### src/rtl/fb_readback_pkg.sv
// Shared definitions for the frame-buffer readback checker: FSM states,
// CRC-16-CCITT constants and the "no mismatch seen" address marker.
package fb_readback_pkg;

  typedef enum logic [1:0] {
    IDLE   = 2'd0,
    REQ    = 2'd1,
    CHECK  = 2'd2,
    FINISH = 2'd3
  } state_t;

  localparam logic [15:0] CRC_POLY    = 16'h1021;
  localparam logic [15:0] CRC_INIT    = 16'hFFFF;
  localparam logic [31:0] NO_ERR_ADDR = 32'hFFFF_FFFF;
  localparam logic [19:0] ERR_MAX     = 20'hFFFFF;

endpackage

### src/rtl/crc16_ccitt_step.sv
// One 16-bit step of CRC-16-CCITT (MSB first). Only exists when the
// FB_READBACK_CRC_EN build option is defined, so no CRC logic is built otherwise.
`ifdef FB_READBACK_CRC_EN
module crc16_ccitt_step
  import fb_readback_pkg::*;
(
  input  logic [15:0] i_crc,
  input  logic [15:0] i_data,
  output logic [15:0] o_crc
);

  logic [15:0] w_crc;

  always_comb begin
    w_crc = i_crc;
    for (int i = 15; i >= 0; i--) begin
      if (w_crc[15] ^ i_data[i]) w_crc = {w_crc[14:0], 1'b0} ^ CRC_POLY;
      else                       w_crc = {w_crc[14:0], 1'b0};
    end
  end

  assign o_crc = w_crc;

endmodule
`endif

### src/rtl/fb_readback.sv
// Sweeps every pixel of the frame buffer, compares each read against an expected
// value and reports mismatches. Define FB_READBACK_CRC_EN to also CRC the read data.
module fb_readback
  import fb_readback_pkg::*;
#(
  parameter int FB_WIDTH  = 640,
  parameter int FB_HEIGHT = 480,
  parameter int TIMEOUT   = 4095
) (
  input  logic        clk_pix,
  input  logic        reset,
  input  logic        start_i,
  input  logic [15:0] expect_i,
  input  logic        vram_ack_i,
  input  logic [15:0] vram_data_in_i,
  output logic        vram_sel_o,
  output logic        vram_wr_o,
  output logic [3:0]  vram_mask_o,
  output logic [31:0] vram_addr_o,
  output logic        busy_o,
  output logic        done_o,
  output logic        timeout_o,
  output logic [19:0] err_count_o,
  output logic [31:0] first_err_addr_o,
  output logic [15:0] crc_o
);

  localparam logic [19:0] LAST_ADDR = 20'(FB_WIDTH * FB_HEIGHT - 1);
  localparam int          WD_W      = $clog2(TIMEOUT + 1);
  localparam logic [WD_W-1:0] WD_LAST = WD_W'(TIMEOUT - 1);

  state_t            r_state;
  logic [19:0]       r_addr;
  logic [WD_W-1:0]   r_wdog;
  logic [15:0]       r_expect;
  logic [15:0]       r_data;
  logic              r_sel;
  logic              r_busy;
  logic              r_done;
  logic              r_timeout;
  logic [19:0]       r_err;
  logic [31:0]       r_first;

`ifdef FB_READBACK_CRC_EN
  logic [15:0] r_crc;
  logic [15:0] w_crc_next;

  crc16_ccitt_step u_crc (
    .i_crc  (r_crc),
    .i_data (r_data),
    .o_crc  (w_crc_next)
  );

  assign crc_o = r_crc;
`else
  assign crc_o = 16'h0000;
`endif

  assign vram_sel_o       = r_sel;
  assign vram_wr_o        = 1'b0;
  assign vram_mask_o      = 4'hF;
  assign vram_addr_o      = {12'h000, r_addr};
  assign busy_o           = r_busy;
  assign done_o           = r_done;
  assign timeout_o        = r_timeout;
  assign err_count_o      = r_err;
  assign first_err_addr_o = r_first;

  // The watchdog compare sits behind the ack test so a late ack always wins.
  always_ff @(posedge clk_pix) begin
    if (reset) begin
      r_state   <= IDLE;
      r_addr    <= '0;
      r_wdog    <= '0;
      r_expect  <= '0;
      r_data    <= '0;
      r_sel     <= 1'b0;
      r_busy    <= 1'b0;
      r_done    <= 1'b0;
      r_timeout <= 1'b0;
      r_err     <= '0;
      r_first   <= NO_ERR_ADDR;
`ifdef FB_READBACK_CRC_EN
      r_crc     <= '0;
`endif
    end else begin
      case (r_state)
        IDLE: begin
          r_done <= 1'b0;
          if (start_i) begin
            r_expect  <= expect_i;
            r_err     <= '0;
            r_timeout <= 1'b0;
            r_first   <= NO_ERR_ADDR;
            r_addr    <= '0;
            r_wdog    <= '0;
            r_sel     <= 1'b1;
            r_busy    <= 1'b1;
            r_state   <= REQ;
`ifdef FB_READBACK_CRC_EN
            r_crc     <= CRC_INIT;
`endif
          end
        end

        REQ: begin
          if (vram_ack_i) begin
            r_data  <= vram_data_in_i;
            r_sel   <= 1'b0;
            r_state <= CHECK;
          end else if (r_wdog == WD_LAST) begin
            r_sel     <= 1'b0;
            r_busy    <= 1'b0;
            r_timeout <= 1'b1;
            r_done    <= 1'b1;
            r_state   <= FINISH;
          end else begin
            r_wdog <= r_wdog + WD_W'(1);
          end
        end

        CHECK: begin
          if (r_data != r_expect) begin
            if (r_err != ERR_MAX)       r_err   <= r_err + 20'd1;
            if (r_first == NO_ERR_ADDR) r_first <= {12'h000, r_addr};
          end
`ifdef FB_READBACK_CRC_EN
          r_crc <= w_crc_next;
`endif
          if (r_addr == LAST_ADDR) begin
            r_busy  <= 1'b0;
            r_done  <= 1'b1;
            r_state <= FINISH;
          end else begin
            r_addr  <= r_addr + 20'd1;
            r_wdog  <= '0;
            r_sel   <= 1'b1;
            r_state <= REQ;
          end
        end

        FINISH: begin
          r_done  <= 1'b0;
          r_state <= IDLE;
        end

        default: r_state <= IDLE;
      endcase
    end
  end

endmodule

### config.mk
export PLATFORM = sky130hd
export DESIGN_NAME = fb_readback
export DESIGN_NICKNAME = d
export VERILOG_FILES = /design/src/rtl/fb_readback_pkg.sv /design/src/rtl/crc16_ccitt_step.sv /design/src/rtl/fb_readback.sv
export SDC_FILE = /design/constraint.sdc
export NUM_CORES = 1
export LEC_CHECK = 0
export ABC_AREA = 1
export CELL_PAD_IN_SITES_DETAIL_PLACEMENT = 1
export CELL_PAD_IN_SITES_GLOBAL_PLACEMENT = 1
export CORE_ASPECT_RATIO = 1.2
export CORE_MARGIN = 8
export CORE_UTILIZATION = 38
export DETAILED_ROUTE_END_ITERATION = 12
export PLACE_DENSITY = 0.87
export SLEW_MARGIN = 20
export SYNTH_ARGS = -nofsm -noshare
export SYNTH_HDL_FRONTEND = slang
export SYNTH_SLANG_ARGS = --single-unit
### constraint.sdc
create_clock -name clk_pix -period 6 [get_ports clk_pix]
set_clock_uncertainty 0.2 [all_clocks]
set_input_delay 0.6 -clock clk_pix [delete_from_list [all_inputs] [get_ports clk_pix]]
set_output_delay 0.6 -clock clk_pix [all_outputs]
set_load 0.02 [all_outputs]
# ---- Yosys cells after proc, flatten, opt, wreduce, memory -nomap -nowiden
# Cells that the tools add are included.
dict set report op_classes {
  add_sub_neg 3
  eq_ne 18
  muxes 34
  reduce_logical 16
}
# cell n
set ops {}
lappend ops {{$mux 32} 3}
lappend ops {{$mux 20} 4}
lappend ops {{$pmux 20 s2} 2}
lappend ops {{$pmux 32 s2} 1}
lappend ops {{$mux 12} 4}
lappend ops {{$add 20x1->20 const B} 2}
lappend ops {{$pmux 12 s3} 1}
lappend ops {{$eq 32x32->1 const B} 1}
lappend ops {{$eq 20x19->1 const B} 1}
lappend ops {{$ne 20x20->1 const B} 1}
lappend ops {{$ne 2x2->1 const B} 9}
lappend ops {{$ne 16x16->1} 1}
lappend ops {{$reduce_and 4->1} 4}
lappend ops {{$add 12x1->12 const B} 1}
lappend ops {{$eq 12x12->1 const B} 1}
lappend ops {{$mux 1} 10}
lappend ops {{$reduce_and 5->1} 2}
lappend ops {{$pmux 1 s3} 3}
lappend ops {{$mux 2} 4}
lappend ops {{$pmux 2 s4} 1}
lappend ops {{$reduce_and 2->1} 3}
lappend ops {{$reduce_and 3->1} 2}
lappend ops {{$eq 2x2->1 const B} 2}
lappend ops {{$reduce_bool 2->1} 2}
lappend ops {{6 further kinds} 6}
dict set report word_totals {
  ff_bits 122
  inputBits 36
  output_inout_bits 109
  wordCells 82
}

# ---- Logic depth before layout (Yosys ltp)
# Gate-level depths: netlist (run 1).
dict set report logic_depth {
  depth_word 4
  ltp_mapped 13
  depth_no_buf 12
}

# ---- Worst setup path after synthesis (run 1)
# Ideal clock, no wire load.
dict set report synth_timing {
  path_type {register to register}
  startpoint {reg r_err[0], in the netlist err_count_o[0]}
  endpoint {reg r_err[11], in the netlist err_count_o[11]}
  setup_time_ps 139
  arrival_time_ps 1780
  required_ps 5661
  path_slack_ps 3881
  path_stages_with_launch 10
  n_path_buf 1
  period_less_slack_ps 2119
  path_cell_list {dfxtp_1 -> ha_1 -> nand3_1 -> nor2_4 -> nand3_2 -> nor2_4 -> nand3_4 -> clkbuf_1 -> nand4_1 -> a21oi_2}
}
dict set report synth_via {
  elab_chain_cells 4
  word_cells_on_any_way 7
  cone_classes {add/sub (1); eq/ne (2); mux (3); reduce/logical (1)}
}
# element line
set synth_lines {}
lappend synth_lines {{start: declaration} fb_readback.sv:41} ;# logic [19:0] r_err;
lappend synth_lines {{start signal: assignment} fb_readback.sv:124} ;# if (r_err != ERR_MAX) r_err <= r_err + 20'd1;
lappend synth_lines {{$add 20x1->20} fb_readback.sv:124}
lappend synth_lines {{$mux 20} fb_readback.sv:124}
lappend synth_lines {{$mux 20} fb_readback.sv:123} ;# if (r_data != r_expect) begin
lappend synth_lines {{$pmux 20 s2} fb_readback.sv:87} ;# case (r_state)
# Parallel ways exist; a longest one is shown, timed or not. The select of a mux whose other input is x is not followed.
# A chain may end at the register's enable or synchronous reset.

# ---- Worst setup path after layout (run 1)
dict set report layout_timing {
  startpoint {reg r_state[0]}
  endpoint {reg r_first[2], in the netlist first_err_addr_o[2]}
}
dict set report layout_via {
  elab_chain_cells 3
  word_cells_on_any_way 8
  cone_classes {eq/ne (4); mux (1); reduce/logical (3)}
}
# element line
set layout_lines {}
lappend layout_lines {{start: declaration} fb_readback.sv:32} ;# state_t r_state;
lappend layout_lines {{start signal: assignment} fb_readback.sv:72} ;# r_state <= IDLE;
lappend layout_lines {{start signal: assignment} fb_readback.sv:99} ;# r_state <= REQ;
lappend layout_lines {{start signal: assignment} fb_readback.sv:110} ;# r_state <= CHECK;
lappend layout_lines {{$eq 2x2->1 / $logic_not 2->1 (equally long branches)} fb_readback.sv:87}
lappend layout_lines {{$ne 2x2->1 (no line) / $reduce_bool 2->1 (equally long branches)} n/a}
lappend layout_lines {{$reduce_and 4->1 (no line)} n/a}
lappend layout_lines {{end signal: assignment} fb_readback.sv:125} ;# if (r_first == NO_ERR_ADDR) r_first <= {12'h000, r_addr};
lappend layout_lines {{end: declaration} fb_readback.sv:42} ;# logic [31:0] r_first;
# Parallel ways exist; a longest one is shown, timed or not.

==> results.md, run 1 <==
- Placed cell areas: 0.00729 mm^2
- Share of post-route cells with drive strength above 1: 0.0496
- Via count: 6229
- Count leader, synth: sky130_fd_sc_hd__nand2_1
- Cell at the slowest stage of the critical path: sky130_fd_sc_hd__nor2_2
- # hold bufs at CTS: 0
- Vertical extent of the die: 157 um
- Delay of the slowest critical-path stage: 0.68 ns
- Num Clock Sinks: 111
- Part of the Yosys area used for sequential elements: 0.354
- Gp weighted congestion: 0.818
- Ranking of synthesized cells by instance count: sky130_fd_sc_hd__nand2_1, sky130_fd_sc_hd__nor2_1, sky130_fd_sc_hd__dfxtp_1
- # Max-Cap Violations: 0
- CTS clk-pin slew, worst paths: 0.08 ns
- Via count of the first global-routing pass: 6307
- Detailed-route wire length per cell: 15.5 um
- Clock insertion delay at the later pin of the skew report: 0.36 ns
- Final design area excluding fillers: 0.00761 mm^2
- Power per standard cell area: 442 mW/mm^2
- Number of synthesized register bits: 111
- Die X-Extent: 133 um
- PortBufs: 111
- Mean number of vias per cell: 5.02
- Cell Rows: 51
- Mean cell area of the mapped netlist: 6.61 um^2
- Worst max-slew margin expressed relative to the limit: 0.410
- Global-route wire length before repair: 31.0 mm
- Cell-by-cell listing of the critical path: inv_1, ha_1, buf_4, nor2_1, nor2_2, nand2_1, inv_2, nand2_1, nand2_1, nand3_1
- Global-route usage over all layers: 0.180
- Category of the worst setup path capture point: flip-flop
- Ratio of final minimum period to clock period: 0.579
- Area share of the leading cell type in the synthesized netlist: 0.354
- Slew Limit Fails: 0
- Starting density of the core: 0.388
- Worst hold slack across all endpoints: 0.270 ns
- Worst slew pin tran: 0.883 ns
- Worst-case vdd ir drop: 0.160 mV
- Root Driver: sky130_fd_sc_hd__clkbuf_16
- Half-perimeter wire length after detailed placement: 14.0 mm
- Final setup viols: 0
- CP delay by family, top: simple AND/OR/NAND/NOR gates
- 1st-iter DRT viols: 312
- # resized after CTS: 0
- Area Growth Syn to Fin: 21.1%
- Placeable core region: 0.0162 mm^2
- Fill cells: 2127
- Time the worst path needs with I/O delays and setup: 3.47 ns
- Leak: 0.00291 uW
- Largest fanout of any net on the critical path: 32
- Count of antenna diodes in the layout: 0
- Number of buffers inserted during clock tree synthesis: 9
- Remaining global-route overflow: 0
- Number of distinct standard cells referenced by the synthesized netlist: 37
- Biggest area consumer among synthesized cells: sky130_fd_sc_hd__dfxtp_1
- Number of synthesized flops with an enable pin: 0
- Clock tree from TritonCTS: done
- Fraction of registers with async set or reset after synthesis: 0
- Main flop type after synthesis: sky130_fd_sc_hd__dfxtp_1
- Warning count from the yosys run: 0
- Setup TNS: 0 ns
- Total iterations of the first detailed-routing run: 4
- Hold Fails Final Rpt: 0
- Nets: 1069
- Unrepaired setup endpoints after global routing: no
- Post-CTS setup buffer count: 0
- Total Die Area: 0.0209 mm^2
- Antenna violation net count after detailed routing: 0
- Maximum number of buffers from clock root to sink: 2
- Pin count of the biggest net entering global routing: 40
- Critical Path Most Common Cell: sky130_fd_sc_hd__nand2_1
- Count of buffer and inverter cells on the critical path: 3
- Startpoint class of the critical path: flip-flop
- Arr. time, crit path: 3.50 ns
- Top post-synthesis cells by area: sky130_fd_sc_hd__dfxtp_1, sky130_fd_sc_hd__nand2_1, sky130_fd_sc_hd__nor2_1
- Synthesized instance count: 950
- Result of the run: finished clean
- Post-synthesis cell area: 0.00628 mm^2
- Number of antenna violations at the first check in global routing: 0
- Sum of routed wire length over all layers: 19.3 mm
- Achievable frequency: 288 MHz
- Remaining DRCs: 0
- Crit Path Class: flip-flop to flip-flop
- Class of the tightest hold or removal check: flip-flop to flip-flop
- I/O pin cnt: 145
- Worst Path Required: 6.03 ns
- Level count of the clock H-tree: 3
## cell families after synthesis
family                   synth area share
flip-flops                          0.354
adder cells (fa/ha/maj)            0.0159
AO/OA/AOI/OAI                       0.103
AND/OR/NAND/NOR                     0.353
XOR/XNOR                           0.0349
buffers and inverters               0.138
other                             0.00120
## report_power, final
part	internal [uW]	switching, uW	leakage [uW]
Clock	374	279	0.000155
Sequential	921	165	0.000907
Combinational	594	1030	0.00185
## state kept, by name (all words and copies together) (netlist names)
register / flops
done_o: 1
vram_sel_o: 1
r_wdog: 12
r_state: 2
timeout_o: 1
busy_o: 1
first_err_addr_o: 21
r_addr: 20
r_expect: 16
err_count_o: 20
r_data: 16
## path summary, 6_finish.rpt
kind              slack, ns  cells after the start        from             endpoint
hold reg to reg        0.27                      2      busy_o               busy_o
setup reg to reg       2.53                     10  r_state[0]  first_err_addr_o[2]
setup / recovery       2.53                     10  r_state[0]  first_err_addr_o[2]
hold / removal         0.27                      2      busy_o               busy_o
## layout by cell type, fill, tap and decap left out, types with 3 or more instances in the layout
cell type	instances
sky130_fd_sc_hd__nand2_1	233
sky130_fd_sc_hd__nor2_1	137
sky130_fd_sc_hd__dfxtp_1	111
sky130_fd_sc_hd__clkdlybuf4s50_1	111
sky130_fd_sc_hd__inv_1	87
sky130_fd_sc_hd__nand3_1	72
sky130_fd_sc_hd__a21oi_1	53
sky130_fd_sc_hd__o21ai_0	44
sky130_fd_sc_hd__nand4_1	35
sky130_fd_sc_hd__conb_1	33
sky130_fd_sc_hd__nor3_1	16
sky130_fd_sc_hd__xor2_1	16
sky130_fd_sc_hd__xnor2_1	9
sky130_fd_sc_hd__clkbuf_16	9
sky130_fd_sc_hd__a21oi_2	8
sky130_fd_sc_hd__ha_1	8
sky130_fd_sc_hd__inv_2	5
sky130_fd_sc_hd__nand3_2	5
sky130_fd_sc_hd__o21bai_1	4
sky130_fd_sc_hd__buf_4	4
sky130_fd_sc_hd__nor2_2	3
sky130_fd_sc_hd__nor2_4	3
sky130_fd_sc_hd__nand2_2	3
## layer usage
metal | up-vias | global-route usage | wire length (um)
li1 | 3104 | - | -
met1 | 3005 | 0.207 | 8470
met2 | 104 | 0.329 | 9770
met3 | 16 | 0.0375 | 791
met4 | 0 | 0.0514 | 227
met5 | - | 0 | 0
## worst register-to-register path: cells and delay by family, from the launching register on
family | cells | cell delay, ns
adder cells (fa/ha/maj) | 1 | 0.20
buffers and inverters | 3 | 0.79
flip-flops | 1 | 0.37
AND/OR/NAND/NOR | 6 | 1.78
## through the flow
step | power [uW] | instances | utilization | setup WS (ns)
6_report | 3360 | 1241 | 0.469 | 2.53
3_5_place_dp | 2740 | 1226 | 0.450 | 2.49
2_1_floorplan | 2240 | 981 | - | 3.88
4_1_cts | 3400 | 1241 | 0.469 | 2.54
3_3_place_gp | 2680 | 1226 | 0.450 | 2.53
5_1_grt | 3610 | 1241 | 0.469 | 2.22
## cell type report
cell class                 instances  area [um^2]  share of cell area
clock buffer                      11          243              0.0319
multi-input combinational        695         3320               0.436
clock inverter                     4         70.1             0.00921
timing repair buffer             115         1140               0.150
sequential                       111         2220               0.292
inverter                          93          349              0.0459
tap                              212          265              0.0349
Power figures use the tool's default switching activity.
==> inputs of run 2 (changes only) <==
--- a/config.mk
+++ b/config.mk
@@ -10,9 +10,9 @@
 export CELL_PAD_IN_SITES_GLOBAL_PLACEMENT = 1
 export CORE_ASPECT_RATIO = 1.2
 export CORE_MARGIN = 8
-export CORE_UTILIZATION = 38
+export CORE_UTILIZATION = 35
 export DETAILED_ROUTE_END_ITERATION = 12
-export PLACE_DENSITY = 0.87
+export PLACE_DENSITY = 0.81
 export SLEW_MARGIN = 20
 export SYNTH_ARGS = -nofsm -noshare
 export SYNTH_HDL_FRONTEND = slang
==> constraint.sdc (replaced) <==
create_clock -name clk_pix -period 3.3 [get_ports clk_pix]
set_clock_uncertainty 0.2 [all_clocks]
set_input_delay 0.33 -clock clk_pix [delete_from_list [all_inputs] [get_ports clk_pix]]
set_output_delay 0.33 -clock clk_pix [all_outputs]
set_load 0.02 [all_outputs]
==> results.md, run 2 (synthesis results as in run 1) <==
- Result of the run: finished clean (unchanged)
- Worst hold slack across all endpoints: 0.272 ns (was 0.270 ns)
- Net switching fraction of the power: 0.434 (was 0.439)
- Largest fanout of any net on the critical path: 32 (unchanged)
- Setup TNS: 0 ns (unchanged)
- Worst max-slew margin expressed relative to the limit: 0.301 (was 0.410)
- Hold Fails Final Rpt: 0 (unchanged)
- Number of antenna violations at the first check in global routing: 0 (unchanged)
- Startpoint class of the critical path: flip-flop (unchanged)
- Via count: 6158 (was 6229)
- Critical Path Most Common Cell: sky130_fd_sc_hd__nand2_1 (unchanged)
- Cell-by-cell listing of the critical path: inv_1, ha_1, buf_4, nor2_1, nor2_2, buf_4, nand2_1, inv_2, nand2_1, nand2_1, nand3_1 (was inv_1, ha_1, buf_4, nor2_1, nor2_2, nand2_1, inv_2, nand2_1, nand2_1, nand3_1)
- Worst flop-to-flop path startpoint: r_state[0] (unchanged)
- Global-route layer with the greatest usage: met2 (unchanged)
- # resized after CTS: 0 (unchanged)
- Arr. time, crit path: 2.77 ns (was 3.50 ns)
- Root Driver: sky130_fd_sc_hd__clkbuf_16 (unchanged)
- Power per standard cell area: 814 mW/mm^2 (was 442 mW/mm^2)
- Ratio of final minimum period to clock period: 0.827 (was 0.579)
- Worst-case register-to-register setup slack: 0.57 ns (was 2.53 ns)
- CTS clk-pin slew, worst paths: 0.08 ns (about the same)
- I/O pin cnt: 145 (unchanged)
- Starting density of the core: 0.357 (was 0.388)
- Global routing usage on met3: 0.0338 (was 0.0375)
- # Max-Cap Violations: 0 (unchanged)
- Place WS: 0.539 ns (was 2.49 ns)
- Worst flop-to-flop path endpoint: first_err_addr_o[15] (was first_err_addr_o[2])
- Vertical extent of the die: 163 um (was 157 um)
- Remaining global-route overflow: 0 (unchanged)
- Clock insertion delay at the later pin of the skew report: 0.36 ns (about the same)
- Class of the tightest hold or removal check: flip-flop to flip-flop (unchanged)
- Fill cells: 2278 (was 2127)
- Most used cells in the layout excluding fill and tap cells: sky130_fd_sc_hd__nand2_1, sky130_fd_sc_hd__nor2_1, sky130_fd_sc_hd__dfxtp_1, sky130_fd_sc_hd__clkdlybuf4s50_1, sky130_fd_sc_hd__inv_1 (unchanged)
- Max reg flops: 21 (unchanged)
- Maximum number of buffers from clock root to sink: 2 (unchanged)
- Number of buffers inserted during clock tree synthesis: 9 (unchanged)
- Clock power frac: 0.203 (was 0.194)
- Worst-case vdd ir drop: 0.367 mV (was 0.160 mV)
- Cell at the slowest stage of the critical path: sky130_fd_sc_hd__nand2_1 (was sky130_fd_sc_hd__nor2_2)
- Global-route usage over all layers: 0.168 (was 0.180)
- Final setup viols: 0 (unchanged)
- Detailed-route wire length per cell: 15.1 um (was 15.5 um)
- Level count of the clock H-tree: 3 (unchanged)
- Count of antenna diodes in the layout: 0 (unchanged)
- Worst slew pin tran: 1.05 ns (was 0.883 ns)
- Combinational share of power: 0.484 (was 0.483)
- Leak: 0.00297 uW (was 0.00291 uW)
- Via count of the first global-routing pass: 6318 (was 6307)
- Num Clock Sinks: 111 (unchanged)
- # hold bufs at CTS: 0 (unchanged)
- Leading cell type in the layout, fill and taps excluded: sky130_fd_sc_hd__nand2_1 (unchanged)
- Total Die Area: 0.0225 mm^2 (was 0.0209 mm^2)
- Switch Pwr: 2730 uW (was 1480 uW)
- Routing usage on met2: 0.292 (was 0.329)
- Clock tree from TritonCTS: done (unchanged)
- Total iterations of the first detailed-routing run: 4 (unchanged)
- Slew Limit Fails: 0 (unchanged)
- R2R depth: 11 (was 10)
- Hold path endpoint: r_data[12] (was busy_o)
- Delay of the slowest critical-path stage: 0.41 ns (was 0.68 ns)
- Category of the worst setup path capture point: flip-flop (unchanged)
- Sum of routed wire length over all layers: 19.1 mm (was 19.3 mm)
- Unrepaired setup endpoints after global routing: no (unchanged)
- Worst Path Required: 3.34 ns (was 6.03 ns)
- Crit Path Class: flip-flop to flip-flop (unchanged)
- Sequential group share of total power: 0.313 (was 0.323)
- Fraction of met1 tracks used by global routing: 0.205 (was 0.207)
- Mean number of vias per cell: 4.89 (was 5.02)
- Power consumption: 6290 uW (was 3360 uW)
- Post-CTS setup buffer count: 0 (unchanged)
- PortBufs: 111 (unchanged)
- Achievable frequency: 366 MHz (was 288 MHz)
- Area Growth Syn to Fin: 23.0% (was 21.1%)
- Die X-Extent: 138 um (was 133 um)
- Half-perimeter wire length after detailed placement: 14.3 mm (was 14.0 mm)
- Global-route wire length before repair: 31.7 mm (was 31.0 mm)
- Number of instances on the worst hold path: 2 (unchanged)
- Pin count of the biggest net entering global routing: 53 (was 40)
- Int Power: 3560 uW (was 1890 uW)
- Antenna violation net count after detailed routing: 0 (unchanged)
- Placeable core region: 0.0176 mm^2 (was 0.0162 mm^2)
- Time the worst path needs with I/O delays and setup: 2.73 ns (was 3.47 ns)
- Remaining DRCs: 0 (unchanged)
- Share of post-route cells with drive strength above 1: 0.0587 (was 0.0496)
- Slack of the critical path: 0.571 ns (was 2.53 ns)
- Cell Rows: 53 (was 51)
- Beginning of the worst hold path: r_data[12] (was busy_o)
- 1st-iter DRT viols: 406 (was 312)
- Gp weighted congestion: 0.829 (was 0.818)
- Nets: 1078 (was 1069)
run 2: final cells by class:
cell class	instances	area, um^2	area share
clock inverters	7	120	0.0156
clock buffers	9	225	0.0292
multi-input cells	695	3310	0.429
flip-flops and latches	111	2220	0.288
inverters	93	349	0.0452
well taps	220	275	0.0356
repair buffers	124	1220	0.158
run 2: per-stage QoR:
stage | util | area (um^2) | std cells
2_1_floorplan | - | 6400 | 981
3_3_place_gp | 0.420 | 7380 | 1243
3_5_place_dp | 0.420 | 7380 | 1243
4_1_cts | 0.440 | 7720 | 1259
5_1_grt | 0.440 | 7720 | 1259
6_report | 0.440 | 7720 | 1259
run 2: worst max path at each step:
stage                         from                   end  slack [ns]  depth (start not counted)
floorplan           err_count_o[0]       err_count_o[11]        1.18                          9
global placement        r_state[0]  first_err_addr_o[30]        0.63                         11
detailed placement      r_state[0]  first_err_addr_o[15]        0.54                         11
CTS                     r_state[0]  first_err_addr_o[15]        0.53                         11
global route            r_state[0]  first_err_addr_o[15]        0.28                         11
finish                  r_state[0]  first_err_addr_o[15]        0.57                         11
run 2: metal layers:
layer  part of all wire  vias up  wire length [um]
met4              0.013        0               248
met3              0.036       16               688
met5                  0        -                 0
met1               0.47     2908              8900
met2               0.48      111              9220
li1                   -     3123                 -
run 2: critical path, delay by kind of cell (launching register included):
kind / cells / cell delay (ns)
simple gates: 6 / 1.07
buf+inv: 4 / 0.80
flops: 1 / 0.37
fa+ha+maj: 1 / 0.18
run 2: power groups by stage:
stage / Clock (uW) / Sequential, uW / Combinational, uW
finish: 1280 / 1970 / 3050
global route: 1360 / 2020 / 3370
CTS: 1300 / 1970 / 3090
detailed placement: 0 / 2000 / 3070
global placement: 0 / 1990 / 3020
floorplan: 0 / 2190 / 1890
==> inputs of run 3 (changes only) <==
--- a/config.mk
+++ b/config.mk
@@ -10,9 +10,9 @@
 export CELL_PAD_IN_SITES_GLOBAL_PLACEMENT = 1
 export CORE_ASPECT_RATIO = 1.2
 export CORE_MARGIN = 8
-export CORE_UTILIZATION = 35
+export CORE_UTILIZATION = 32
 export DETAILED_ROUTE_END_ITERATION = 12
-export PLACE_DENSITY = 0.81
+export PLACE_DENSITY = 0.78
 export SLEW_MARGIN = 20
 export SYNTH_ARGS = -nofsm -noshare
 export SYNTH_HDL_FRONTEND = slang
==> constraint.sdc (replaced) <==
create_clock -name clk_pix -period 2.5 [get_ports clk_pix]
set_clock_uncertainty 0.2 [all_clocks]
set_input_delay 0.25 -clock clk_pix [delete_from_list [all_inputs] [get_ports clk_pix]]
set_output_delay 0.25 -clock clk_pix [all_outputs]
set_load 0.02 [all_outputs]
==> results.md, run 3 (synthesis results as in run 1) <==
- Startpoint class of the critical path: flip-flop (unchanged)
- CP Capture Point: r_addr[1] (was first_err_addr_o[15])
- Combinational share of power: 0.509 (was 0.484)
- Cell Rows: 56 (was 53)
- Multi-input gate area: 0.00331 mm^2 (unchanged)
- Placed cell areas: 0.00748 mm^2 (was 0.00738 mm^2)
- Fill cells: 2513 (was 2278)
- PortBufs: 111 (unchanged)
- Worst flop-to-flop path startpoint: r_state[1] (was r_state[0])
- Sequential cell area: 0.00222 mm^2 (about the same)
- Number of buffers inserted during clock tree synthesis: 9 (unchanged)
- Total Die Area: 0.0244 mm^2 (was 0.0225 mm^2)
- Worst flop-to-flop path endpoint: r_addr[1] (was first_err_addr_o[15])
- Area Growth Syn to Fin: 23.5% (was 23.0%)
- Mean number of vias per cell: 4.79 (was 4.89)
- Setup TNS: 0 ns (unchanged)
- Remaining DRCs: 0 (unchanged)
- Worst slew pin tran: 0.880 ns (was 1.05 ns)
- Leak: 0.00296 uW (was 0.00297 uW)
- Count of antenna diodes in the layout: 0 (unchanged)
- Clock tree from TritonCTS: done (unchanged)
- Time the worst path needs with I/O delays and setup: 2.29 ns (was 2.73 ns)
- Num Clock Sinks: 111 (unchanged)
- Worst-case vdd ir drop: 0.436 mV (was 0.367 mV)
- # hold bufs at CTS: 0 (unchanged)
- Slew Limit Fails: 0 (unchanged)
- Total iterations of the first detailed-routing run: 4 (unchanged)
- Maximum number of buffers from clock root to sink: 2 (unchanged)
- Worst-case register-to-register setup slack: 0.21 ns (was 0.57 ns)
- Die X-Extent: 144 um (was 138 um)
- Beginning of the critical path: r_state[1] (was r_state[0])
- Remaining global-route overflow: 0 (unchanged)
- Achievable frequency: 437 MHz (was 366 MHz)
- Gp weighted congestion: 0.820 (was 0.829)
- Worst max-slew margin expressed relative to the limit: 0.413 (was 0.301)
- Class of the tightest hold or removal check: flip-flop to flip-flop (unchanged)
- Largest fanout of any net on the critical path: 28 (was 32)
- Global-route usage over all layers: 0.163 (was 0.168)
- Antenna violation net count after detailed routing: 0 (unchanged)
- Net switching fraction of the power: 0.449 (was 0.434)
- Final setup viols: 0 (unchanged)
- Worst hold slack across all endpoints: 0.274 ns (was 0.272 ns)
- Half-perimeter wire length after detailed placement: 14.7 mm (was 14.3 mm)
- Switch Pwr: 3620 uW (was 2730 uW)
- Level count of the clock H-tree: 3 (unchanged)
- Crit Path Class: flip-flop to flip-flop (unchanged)
- Arr. time, crit path: 2.32 ns (was 2.77 ns)
- Category of the worst setup path capture point: flip-flop (unchanged)
- Int Power: 4450 uW (was 3560 uW)
- Nets: 1086 (was 1078)
- Most used cells in the layout excluding fill and tap cells: sky130_fd_sc_hd__nand2_1, sky130_fd_sc_hd__nor2_1, sky130_fd_sc_hd__clkdlybuf4s50_1 (was sky130_fd_sc_hd__nand2_1, sky130_fd_sc_hd__nor2_1, sky130_fd_sc_hd__dfxtp_1, sky130_fd_sc_hd__clkdlybuf4s50_1, sky130_fd_sc_hd__inv_1)
- Pin count of the biggest net entering global routing: 54 (was 53)
- Hold Fails Final Rpt: 0 (unchanged)
- R2R depth: 11 (unchanged)
- Sum of routed wire length over all layers: 19.6 mm (was 19.1 mm)
- 1st-iter DRT viols: 294 (was 406)
- Clock insertion delay at the later pin of the skew report: 0.36 ns (about the same)
- Placeable core region: 0.0194 mm^2 (was 0.0176 mm^2)
- # Max-Cap Violations: 0 (unchanged)
- Ratio of final minimum period to clock period: 0.916 (was 0.827)
- I/O pin cnt: 145 (unchanged)
- Detailed-route wire length per cell: 15.0 um (was 15.1 um)
- Share of post-route cells with drive strength above 1: 0.0660 (was 0.0587)
- CTS clk-pin slew, worst paths: 0.07 ns (was 0.08 ns)
- Unrepaired setup endpoints after global routing: no (unchanged)
- Via count of the first global-routing pass: 6516 (was 6318)
- Max reg flops: 21 (unchanged)
- Power per standard cell area: 1040 mW/mm^2 (was 814 mW/mm^2)
- Placed instance count: 1292 (was 1243)
- Worst Path Required: 2.53 ns (was 3.34 ns)
- Final standard cell count with taps included and fillers excluded: 1307 (was 1259)
- Clock power frac: 0.171 (was 0.203)
- Number of antenna violations at the first check in global routing: 0 (unchanged)
- Starting density of the core: 0.324 (was 0.357)
- Global-route wire length before repair: 32.2 mm (was 31.7 mm)
- Vertical extent of the die: 169 um (was 163 um)
- Leading cell type in the layout, fill and taps excluded: sky130_fd_sc_hd__nand2_1 (unchanged)
- Result of the run: finished clean (unchanged)
- Sequential group share of total power: 0.321 (was 0.313)
- Via count: 6257 (was 6158)
- Root Driver: sky130_fd_sc_hd__clkbuf_16 (unchanged)
- Final design area excluding fillers: 0.00775 mm^2 (was 0.00772 mm^2)
-- run 3: changes by cell type in the layout (fill, tap and decap cells not counted), sizes merged --
cell / previous run / this run
bufinv: 3 / 0
inv: 93 / 94
clkinvlp: 1 / 3
clkinv: 3 / 2
buf: 13 / 21
-- run 3: worst min-delay path by stage --
stage / start / to / depth (start not counted) / slack [ns]
6_report: r_data[11] / r_data[11] / 2 / 0.27
2_1_floorplan: vram_data_in_i[0] / r_data[0] / 2 / 0.22
4_1_cts: r_data[11] / r_data[11] / 2 / 0.28
3_5_place_dp: r_data[11] / r_data[11] / 2 / 0.27
5_1_grt: r_data[13] / r_data[13] / 2 / 0.30
3_3_place_gp: done_o / done_o / 2 / 0.25
-- run 3: metal layers --
| metal | GRT usage | vias to the layer above | routed length [um] |
|---|---|---|---|
| li1 | - | 3133 | - |
| met1 | 0.194 | 3009 | 8720 |
| met2 | 0.289 | 94 | 9830 |
| met3 | 0.0234 | 21 | 731 |
| met4 | 0.0559 | 0 | 327 |
| met5 | 0 | - | 0 |
-- run 3: cell type report --
type                            count  area share
Timing Repair Buffer              132       0.164
Multi-Input combinational cell    695       0.427
Tap cell                          261      0.0421
Sequential cell                   111       0.287
Clock buffer                        9      0.0290
Inverter                           93      0.0453
Clock inverter                      6     0.00581
-- run 3: timing repair --
action	CTS	global route
setup endpoints to repair	0	38
gates resized for setup	0	4
setup buffers	0	0
hold endpoints to repair	0	0
-- run 3: power groups by stage --
stage                     Combinational (uW)  Sequential, uW  Clock (uW)
after floorplan                         2490            2880           0
after global placement                  4050            2620           0
after detailed placement                4140            2630           0
after CTS                               4160            2600        1430
after global routing                    4600            2660        1480
final                                   4110            2590        1380
-- run 3: metrics by stage --
stage | setup slack, ns | utilization | power [uW]
floorplan | 0.381 | - | 5380
global placement | 0.195 | 0.385 | 6670
detailed placement | 0.124 | 0.385 | 6770
CTS | 0.0709 | 0.399 | 8190
global route | 0.0398 | 0.400 | 8740
finish | 0.210 | 0.400 | 8070
-- run 3: worst max-delay path, cell delays in order (launching register included) --
cell                      delay [ns]
sky130_fd_sc_hd__dfxtp_1        0.40
sky130_fd_sc_hd__inv_1          0.11
sky130_fd_sc_hd__ha_1           0.23
sky130_fd_sc_hd__inv_1          0.12
sky130_fd_sc_hd__nor2_1         0.12
sky130_fd_sc_hd__nor2_2         0.16
sky130_fd_sc_hd__buf_6          0.28
sky130_fd_sc_hd__nand2_2        0.18
sky130_fd_sc_hd__inv_2          0.18
sky130_fd_sc_hd__nand2_1        0.06
sky130_fd_sc_hd__o21ai_0        0.07
sky130_fd_sc_hd__nor2_1         0.05
